$ cat config.mk
export PLATFORM = sky130hd
export DESIGN_NAME = cache_mem_arbiter
export DESIGN_NICKNAME = d
export VERILOG_FILES = /design/src/rtl/cache_mem_arbiter.sv
export SDC_FILE = /design/constraint.sdc
export NUM_CORES = 1
export LEC_CHECK = 0
export ABC_AREA = 1
export BUFFER_PORTS_ARGS = -buffer_cell sky130_fd_sc_hd__buf_2
export CAP_MARGIN = 0
export CORE_AREA = 2 2 119 121
export DETAILED_ROUTE_END_ITERATION = 10
export DIE_AREA = 0 0 121 123
export PLACE_DENSITY = 0.44
export SYNTH_ARGS = -nofsm -noshare
export SYNTH_HDL_FRONTEND = slang
export SYNTH_SLANG_ARGS = --single-unit
$ cat constraint.sdc
create_clock -name clk -period 3.4 [get_ports clk]
set_input_delay 1.02 -clock clk [delete_from_list [all_inputs] [get_ports clk]]
set_output_delay 1.02 -clock clk [all_outputs]
set_load 0.005 [all_outputs]
$ cat src/rtl/cache_mem_arbiter.sv
// cache_mem_arbiter: shares one sram-like memory port between the I-cache and
// the D-cache, one transaction outstanding at a time.
// Optional feature: define CACHE_ARB_ROUND_ROBIN_EN to alternate grants on ties;
// otherwise the D-cache always wins ties.
//
// state | meaning
// IDLE  | no transaction; arbitrate among requesters
// ADDR  | owner's request forwarded, waiting for m_addr_ok
// DATA  | address accepted, waiting for m_data_ok
module cache_mem_arbiter #(
    parameter int ADDR_WIDTH = 32,
    parameter int DATA_WIDTH = 32
) (
    input  logic                  clk,
    input  logic                  rst,
    input  logic                  i_req,
    input  logic                  i_wr,
    input  logic [1:0]            i_size,
    input  logic [ADDR_WIDTH-1:0] i_addr,
    input  logic [DATA_WIDTH-1:0] i_wdata,
    output logic [DATA_WIDTH-1:0] i_rdata,
    output logic                  i_addr_ok,
    output logic                  i_data_ok,
    input  logic                  d_req,
    input  logic                  d_wr,
    input  logic [1:0]            d_size,
    input  logic [ADDR_WIDTH-1:0] d_addr,
    input  logic [DATA_WIDTH-1:0] d_wdata,
    output logic [DATA_WIDTH-1:0] d_rdata,
    output logic                  d_addr_ok,
    output logic                  d_data_ok,
    output logic                  m_req,
    output logic                  m_wr,
    output logic [1:0]            m_size,
    output logic [ADDR_WIDTH-1:0] m_addr,
    output logic [DATA_WIDTH-1:0] m_wdata,
    input  logic [DATA_WIDTH-1:0] m_rdata,
    input  logic                  m_addr_ok,
    input  logic                  m_data_ok
);

    typedef enum logic [1:0] {IDLE, ADDR, DATA} state_t;

    state_t r_state;
    state_t w_state_nxt;
    logic   r_owner;        // 0 = I-cache, 1 = D-cache
    logic   w_owner_nxt;
    logic   w_grant;
    logic   w_owner_req;
    logic   w_fwd;
    logic   w_addr_ok;
    logic   w_data_ok;
    logic   w_done;

    assign w_owner_req = r_owner ? d_req : i_req;
    // A dropped request in ADDR is a protocol error: nothing is forwarded so
    // the bridge never sees a half-withdrawn transaction.
    assign w_fwd = (r_state == ADDR) && w_owner_req;

`ifdef CACHE_ARB_ROUND_ROBIN_EN
    logic r_last_owner;

    // Tie goes to whichever cache was not served last.
    always_comb begin
        w_grant = d_req;
        if (i_req && d_req)
            w_grant = ~r_last_owner;
    end

    // Remember the owner of the last completed transaction.
    always_ff @(posedge clk) begin
        if (rst)
            r_last_owner <= 1'b0;
        else if (w_done)
            r_last_owner <= r_owner;
    end
`else
    // Fixed priority: D-cache wins whenever it is requesting.
    always_comb begin
        w_grant = d_req;
    end
`endif

    // State and owner registers.
    always_ff @(posedge clk) begin
        if (rst) begin
            r_state <= IDLE;
            r_owner <= 1'b0;
        end else begin
            r_state <= w_state_nxt;
            r_owner <= w_owner_nxt;
        end
    end

    // Next-state logic and handshake decode.
    always_comb begin
        w_state_nxt = r_state;
        w_owner_nxt = r_owner;
        w_addr_ok   = 1'b0;
        w_data_ok   = 1'b0;
        w_done      = 1'b0;
        case (r_state)
            IDLE: begin
                if (i_req || d_req) begin
                    w_owner_nxt = w_grant;
                    w_state_nxt = ADDR;
                end
            end
            ADDR: begin
                if (!w_owner_req) begin
                    w_state_nxt = IDLE;
                end else if (m_addr_ok) begin
                    w_addr_ok = 1'b1;
                    if (m_data_ok) begin
                        w_data_ok   = 1'b1;
                        w_done      = 1'b1;
                        w_state_nxt = IDLE;
                    end else begin
                        w_state_nxt = DATA;
                    end
                end
            end
            DATA: begin
                if (m_data_ok) begin
                    w_data_ok   = 1'b1;
                    w_done      = 1'b1;
                    w_state_nxt = IDLE;
                end
            end
            default: w_state_nxt = IDLE;
        endcase
    end

    // Forward the owner's fields live; zero whenever nothing is forwarded.
    always_comb begin
        m_req   = w_fwd;
        m_wr    = 1'b0;
        m_size  = 2'b00;
        m_addr  = '0;
        m_wdata = '0;
        if (w_fwd) begin
            m_wr    = r_owner ? d_wr    : i_wr;
            m_size  = r_owner ? d_size  : i_size;
            m_addr  = r_owner ? d_addr  : i_addr;
            m_wdata = r_owner ? d_wdata : i_wdata;
        end
    end

    assign i_addr_ok = w_addr_ok && !r_owner;
    assign i_data_ok = w_data_ok && !r_owner;
    assign d_addr_ok = w_addr_ok &&  r_owner;
    assign d_data_ok = w_data_ok &&  r_owner;
    assign i_rdata   = m_rdata;
    assign d_rdata   = m_rdata;

endmodule
==> results of run 1 <==
## metrics by stage
stage | hold slack, ns | setup slack [ns] | cells | cell area (um^2)
floorplan | 0.450 | 0.784 | 331 | 1730
global placement | 0.478 | 0.429 | 642 | 2480
detailed placement | 0.476 | 0.424 | 642 | 2480
CTS | 0.480 | 0.426 | 646 | 2560
global route | 0.492 | 0.351 | 646 | 2560
finish | 0.477 | 0.430 | 646 | 2560
## synthesized netlist by cell type
cell / instances / area [um^2]
dfxtp_1: 3 / 60.1
nand2_4: 1 / 11.3
nor2_1: 5 / 18.8
nor2_2: 1 / 6.26
nand2_2: 1 / 6.26
nand2_1: 148 / 556
nand3_1: 2 / 10.0
inv_4: 1 / 6.26
a21oi_2: 9 / 78.8
buf_2: 7 / 35.0
buf_4: 66 / 495
a21oi_1: 62 / 310
clkbuf_1: 11 / 41.3
nor3_1: 1 / 5.00
o21bai_1: 1 / 7.51
inv_1: 7 / 26.3
ha_1: 3 / 37.5
buf_6: 2 / 22.5
## logic make-up after synthesis
| kind of cell | synth area share, % |
|---|---|
| adders and majority gates | 2.16 |
| buffers and inverters | 36.1 |
| and+or+nand+nor | 35.4 |
| AOI/OAI and AO/OA | 22.9 |
| DFF | 3.46 |
## how the worst max path moves through the flow
| stage | end | slack (ns) | cells after the start |
|---|---|---|---|
| 2_1_floorplan | m_wdata[22] | 0.78 | 6 |
| 3_3_place_gp | m_wdata[0] | 0.43 | 7 |
| 3_5_place_dp | m_wdata[0] | 0.42 | 7 |
| 4_1_cts | m_wdata[0] | 0.43 | 7 |
| 5_1_grt | m_addr[3] | 0.35 | 7 |
| 6_report | m_wdata[0] | 0.43 | 7 |
## power by group
| group | total, W | internal (W) | leakage [nW] | switching [W] |
|---|---|---|---|---|
| clock network | 0.000188 | 0.000155 | 0.0382 | 0.0000335 |
| logic | 0.000322 | 0.000144 | 1.49 | 0.000178 |
| registers | 0.0000419 | 0.0000389 | 0.0250 | 0.00000301 |
| total | 0.000552 | 0.000337 | 1.55 | 0.000215 |
## state kept, by name, indices dropped and copies added (netlist names)
| register | cells |
|---|---|
| r_owner | 1 |
| r_state | 2 |
## layout make-up
class | count | area [um^2] | area share (%)
Clock buffer | 4 | 78.8 | 3.08
Inverter | 8 | 32.5 | 1.27
Multi-Input combinational cell | 234 | 1050 | 40.9
Sequential cell | 3 | 61.3 | 2.40
Tap cell | 180 | 225 | 8.80
Timing Repair Buffer | 217 | 1110 | 43.5
## worst max-delay path, cell delays in order
cell and delay (ns):
buf_2 0.11, nand2_1 0.07, nand2_2 0.07, nand2_4 0.08
buf_4 0.33, a21oi_1 0.10, buf_2 0.14
## routing by layer
layer / up-vias / global-route usage [%] / wire [um]
met5: - / 0 / 0
met4: 0 / 3.34 / 183
met3: 23 / 1.57 / 667
met2: 141 / 15.4 / 3510
met1: 1003 / 8.37 / 2470
li1: 1246 / - / -
==> flow_summary.yaml, run 1 <==
run_status:
  status: "completed"
logic_synthesis:
  synth_nets: 506
  synth_area_mm2: 0.00173
  ys_types: 18
  seq_area_frac_synth_pct: 3.46
  netlist_instances: 331
  synth.avg_cell_area_um2: 5.24
  yosys_warnings: 0
  synth-seq-cells: 3
final_layout:
  final_cell_mix: "buf_2, nand2_1, a21oi_1, a21oi_2, inv_1"
  fin_util_pct: 18.8
  nets: 642
  diodes: 0
  drive_above_1_share_pct: 50.2
  mostFrequentLayoutCell: "buf_2"
  area_delta_synth_final_pct: 47.5
  nFillCells: 1604
placement:
  gp_congestion: 0.712
  place_hpwl_um: 5560
  io_buffers: 211
clocking:
  cts_made_buffers: 3
  cts_tree: "built"
  cts_resized: 0
  cts_max_path_buffers: 2
  h-tree-depth: 1
  worst_skew_pair.late_latency_ns: 0.23
  clk_pin_slew_ns: 0.03
  holdBufCountCts: 0
  post-cts-setup-buffer-count: 0
  cts_sinks: 3
  cts_root_buffer: "clkbuf_16"
power_and_ir_drop:
  power.density_mw_per_mm2: 216
  ir_drop_v: 0.000180
  leakagePower_nw: 1.55
  finalPower_w: 0.000552
die:
  initial_utilization_pct: 12.7
  ios: 308
  die_y_um: 123
  floorplan.core_area_mm2: 0.0136
  fp.dieW_um: 121
  dieArea_mm2: 0.0149
  rows: 43
critical_path:
  r2r_setup_slack_ns: 2.20
  path_max_fanout: 33
  rr_startpoint: "r_state[0]$_SDFFE_PP0P_"
  crit_path_end_kind: "output pin"
  crit_path_start: "d_req"
  critPathRequiredTime_ns: 2.38
  critPathKind: "primary input to output pin"
  critPathLaunchType: "primary input"
  worst-endpoint-arrival_ns: 1.95
  reg2reg_depth: 8
  reg2reg_to: "r_state[0]$_SDFFE_PP0P_"
timing:
  finalSetupTns_ns: 0
  tightest_slew_ns: 0.449
  finalSetupViolCount: 0
  post-route-period-util_pct: 87.4
  hold_viol: 0
  maxSlewViolCount: 0
  relSlewSlack_pct: 70.1
  rsz0062_at_grt: "false"
  fmax_mhz: 337
  finalClockSkew_ns: 0.00109
  min_period_ns: 2.97
flow_run:
  max-cap-violations: 0
worst_hold_path:
  hp-class: "register to register"
  worstHoldEndpoint: "r_state[0]$_SDFFE_PP0P_"
  min_path_cells: 2
  min_from: "r_state[0]$_SDFFE_PP0P_"
grt:
  grt-ovfl-total: 0
  grt_max_degree: 43
  grt_pass1_vias: 2170
  grt_use_total_pct: 7.98
  grt_pass1_wl_um: 9900
  antenna_found_initial: 0
routing:
  drt_pre_antenna_iters: 4
  ant_nets: 0
  drc_errors: 0
  wl_per_cell_um: 10.6
  drtIter0Drc: 137
  routed_wl_um: 6830
  via_per_inst: 3.74
  vias: 2413
(Power assumes the default switching activity.)
==> run 2, diff against run 1 <==
PLACE_DENSITY = 0.55   (was 0.44)
clock period = 2.6 ns   (was 3.4 ns; I/O delays follow)
==> run 2 against run 1 <==
  * Via count up 1.7%
  * Combinational power grew 31%
  * Register-to-register slack lost 0.83 ns
  * Critical endpoint is now m_size[0]
  * Count of clock-buffer cells in the layout is the same
  * Worst setup slack got worse by 0.29 ns
  * Final cell count increased by 0.15%
  * Sequential power grew 32%
==> flow_summary.yaml, run 2 (same netlist as run 1, synthesis figures left out) <==
placement:
  gp_congestion: 0.747
  place_hpwl_um: 5680
  io_buffers: 211
  placedInstanceArea_mm2: 0.00249
timing:
  min_period_ns: 2.46
  finalClockSkew_ns: 0.00189
  tightest_slew_ns: 0.304
  hold_viol: 0
  fmax_mhz: 406
  finalSetupTns_ns: 0
  rsz0062_at_grt: "false"
  finalSetupViolCount: 0
  relSlewSlack_pct: 79.7
  post-route-period-util_pct: 94.8
  maxSlewViolCount: 0
clocking:
  cts_resized: 0
  post-cts-setup-buffer-count: 0
  cts_sinks: 3
  cts_made_buffers: 3
  holdBufCountCts: 0
  h-tree-depth: 1
  cts_root_buffer: "clkbuf_16"
  cts_max_path_buffers: 2
  clk_pin_slew_ns: 0.03
  worst_skew_pair.late_latency_ns: 0.22
  cts_tree: "built"
critical_path:
  critPathLaunchType: "primary input"
  reg2reg_depth: 7
  r2r_setup_slack_ns: 1.37
  critPathRequiredTime_ns: 1.82
  reg2reg_to: "r_state[1]$_SDFFE_PP0P_"
  crit_path_end_kind: "output pin"
  rr_startpoint: "r_owner$_SDFFE_PP0P_"
  worst-endpoint-arrival_ns: 1.68
  path_max_fanout: 41
  critPathKind: "primary input to output pin"
worst_hold_path:
  min_path_cells: 2
  hp-class: "register to register"
  min_from: "r_state[0]$_SDFFE_PP0P_"
  worstHoldEndpoint: "r_state[0]$_SDFFE_PP0P_"
final_layout:
  area_delta_synth_final_pct: 48.0
  nets: 643
  diodes: 0
  final_cell_mix: "buf_2, nand2_1, a21oi_1, a21oi_2, inv_1"
  drive_above_1_share_pct: 50.3
  largest_reg_flops: 2
  design_area_mm2: 0.00257
  top_register: "r_state"
  largest_registers: "r_state (2), r_owner (1)"
  mostFrequentLayoutCell: "buf_2"
die:
  floorplan.core_area_mm2: 0.0136
  fp.dieW_um: 121
  initial_utilization_pct: 12.7
  die_y_um: 123
  ios: 308
  dieArea_mm2: 0.0149
  rows: 43
routing:
  wl_per_cell_um: 10.6
  vias: 2453
  routed_wl_um: 6880
  drtIter0Drc: 54
  ant_nets: 0
  drt_pre_antenna_iters: 4
  drc_errors: 0
  via_per_inst: 3.79
power_and_ir_drop:
  ir_drop_v: 0.000298
  power.density_mw_per_mm2: 280
  swShare_pct: 38.5
  p_sw_w: 0.000277
  leakagePower_nw: 1.55
  pwr-share-clk_pct: 33.8
  internal-power_w: 0.000443
  pwr-share-seq_pct: 7.7
  combPwrFrac_pct: 58.5
grt:
  grt_max_degree: 42
  grt_pass1_wl_um: 9850
  grt_pass1_vias: 2110
  grt_use_total_pct: 8.05
  grt-ovfl-total: 0
  antenna_found_initial: 0
flow_run:
  max-cap-violations: 0
run_status:
  status: "completed"
==> run 2: worst max-delay path by stage <==
stage          depth (start not counted)  slack (ns)     endpoint  startpoint
4_1_cts                                7        0.15    m_size[0]       i_req
3_3_place_gp                           7        0.14    m_size[0]       d_req
3_5_place_dp                           7        0.15    m_size[0]       i_req
5_1_grt                                7        0.08    i_addr_ok       d_req
6_report                               7        0.14    m_size[0]       d_req
2_1_floorplan                          6        0.46  m_wdata[22]       d_req
==> run 2: through the flow <==
step | hold WS [ns] | power, W | instances | setup WS, ns | utilization (%)
2_1_floorplan | 0.450 | 0.000357 | 331 | 0.464 | -
3_3_place_gp | 0.476 | 0.000483 | 643 | 0.138 | 18.3
3_5_place_dp | 0.476 | 0.000482 | 643 | 0.155 | 18.3
4_1_cts | 0.482 | 0.000734 | 647 | 0.148 | 18.9
5_1_grt | 0.505 | 0.000792 | 647 | 0.0817 | 18.9
6_report | 0.476 | 0.000720 | 647 | 0.136 | 18.9
==> run 2: cell type report <==
class | instances | area [um^2]
multi-input cells | 234 | 1050
clock buffers | 4 | 78.8
well taps | 180 | 225
inverters | 8 | 32.5
repair buffers | 218 | 1120
fillers | 1602 | 11000
flip-flops and latches | 3 | 61.3
==> run 2: power by group through the flow <==
stage	sequential [W]	combinational (W)	clock [W]
floorplan	0.0000527	0.000304	0
global placement	0.0000560	0.000427	0
detailed placement	0.0000559	0.000426	0
CTS	0.0000553	0.000428	0.000251
global route	0.0000560	0.000479	0.000257
finish	0.0000552	0.000421	0.000243
==> run 2: worst max-delay path, cell delays in order <==
cell	delay [ns]
buf_2	0.10
nand2_1	0.06
nand2_2	0.10
nand2_4	0.07
buf_12	0.18
a21oi_1	0.22
buf_2	0.16
==> run 2: routing by layer <==
metal	wire, um	track usage (%)
met5	0	0
met4	199	2.69
met3	694	2.58
met2	3290	14.4
met1	2700	9.00
==> run 3, diff against run 2 <==
MAX_ROUTING_LAYER = met4   (was not set)
REMOVE_ABC_BUFFERS = 1   (was not set)
SKIP_CTS_REPAIR_TIMING = 1   (was not set)
==> run 3 against run 2 <==
  * Final area increased by 0.39%
  * Combinational power increased by 2%
  * Die area unchanged
  * Register-to-register slack got worse by 0.06 ns
==> flow_summary.yaml, run 3 (same netlist as run 1, synthesis figures left out) <==
routing:
  drc_errors: 0
  vias: 2526
  wl_per_cell_um: 16.6
  ant_nets: 0
  via_per_inst: 3.92
  drtIter0Drc: 113
  routed_wl_um: 10700
  drt_pre_antenna_iters: 4
final_layout:
  diodes: 0
  nets: 641
  multiInputGateArea_mm2: 0.00105
  area_delta_synth_final_pct: 48.6
  seq_area_um2: 61.3
  largest_reg_flops: 2
  largest_registers: "r_state (2), r_owner (1)"
  mostFrequentLayoutCell: "buf_2"
  nFillCells: 1603
  final_cell_mix: "buf_2, nand2_1, a21oi_1, a21oi_2, inv_1"
  drive_above_1_share_pct: 50.1
  top_register: "r_state"
clocking:
  cts_sinks: 3
  cts_tree: "built"
  cts_made_buffers: 3
  clk_pin_slew_ns: 0.03
  cts_max_path_buffers: 2
  h-tree-depth: 1
  cts_root_buffer: "clkbuf_16"
  worst_skew_pair.late_latency_ns: 0.22
critical_path:
  cp.depth: 7
  crit_path_end_kind: "output pin"
  rr_startpoint: "r_owner$_SDFFE_PP0P_"
  critPathKind: "primary input to output pin"
  timing.critical_path.buf_inv: 3
  reg2reg_depth: 7
  crit_path_start: "i_req"
  crit_family: "buffers and inverters"
  crit_slowest_cell: "a21oi_1"
  path_max_fanout: 24
  r2r_setup_slack_ns: 1.31
  crit_chain: "buf_2, nand2_1, nand2_2, nand2_4, buf_12, a21oi_1, buf_2"
  cp_common_cell: "buf_2"
  critPathRequiredTime_ns: 1.82
  critPathMaxStageDelay_ns: 0.23
  worst-endpoint-arrival_ns: 1.69
  critPathLaunchType: "primary input"
placement:
  gp_congestion: 0.860
  place_hpwl_um: 9270
  pre_cts_slack_ns: 0.131
  io_buffers: 211
timing:
  tightest_slew_ns: 0.369
  hold_viol: 0
  relSlewSlack_pct: 75.4
  post-route-period-util_pct: 95.1
  fmax_mhz: 404
  final.setup.worst_slack_ns: 0.128
  finalClockSkew_ns: 0.00288
  min_period_ns: 2.47
  rsz0062_at_grt: "false"
  maxSlewViolCount: 0
  fin_hold_ws_ns: 0.476
  finalSetupViolCount: 0
die:
  floorplan.core_area_mm2: 0.0136
  fp.dieW_um: 121
  rows: 43
  die_y_um: 123
  initial_utilization_pct: 12.7
  dieArea_mm2: 0.0149
  ios: 308
grt:
  grt_max_degree: 46
  grt_pass1_vias: 2180
  grt_pass1_wl_um: 14100
  grt_use_total_pct: 13.4
  antenna_found_initial: 0
  grt-ovfl-total: 0
power_and_ir_drop:
  ir_drop_v: 0.000310
  leakagePower_nw: 1.56
  power.density_mw_per_mm2: 285
flow_run:
  max-cap-violations: 0
run_status:
  status: "completed"
worst_hold_path:
  hp-class: "register to register"
  min_path_cells: 2
  min_from: "r_state[1]$_SDFFE_PP0P_"
[run 3: cell count changes in the layout (fill, tap and decap cells not counted)]
cell / delta
buf_12: +2
buf_4: -4
[run 3: metal layers]
metal	vias to the layer above	global-route usage, %	wire, um	part of all wire [%]
li1	1243	-	-	-
met1	1066	14.4	3980	37
met2	215	20.6	4630	43
met3	2	10.6	2100	20
met4	0	0.436	9	0.084
met5	-	-	0	0
[run 3: metrics by stage]
step	cell area, um^2	util (%)	setup TNS [ns]	cells	total power [W]
global route	2580	18.9	0	645	0.000803
detailed placement	2500	18.3	0	641	0.000496
floorplan	1140	-	-68.14	245	0.000255
global placement	2500	18.3	0	641	0.000497
finish	2580	18.9	0	645	0.000734
CTS	2580	18.9	0	645	0.000747
[run 3: where the power goes]
part	total, W	leakage, nW	internal (W)	switching [W]
logic	0.000431	1.49	0.000194	0.000237
registers	0.0000572	0.0250	0.0000508	0.00000641
clock network	0.000246	0.0382	0.000203	0.0000438
[run 3: layout make-up]
class,instances,area share [%]
Tap cell,180,8.74
Inverter,8,1.26
Multi-Input combinational cell,234,40.7
Clock buffer,4,3.06
Timing Repair Buffer,216,43.9
Sequential cell,3,2.38
[run 3: final timing paths]
kind                                           endpoint
worst max-delay path                         m_wdata[0]
worst min-delay path            r_state[1]$_SDFFE_PP0P_
worst max register to register  r_state[1]$_SDFFE_PP0P_
worst min register to register  r_state[1]$_SDFFE_PP0P_
[run 3: worst min-delay path: cells and delay by family, from the launching register on]
| kind | cells | cell delay, ns |
|---|---|---|
| flops | 1 | 0.31 |
| simple gates | 1 | 0.06 |
| compound gates | 1 | 0.05 |
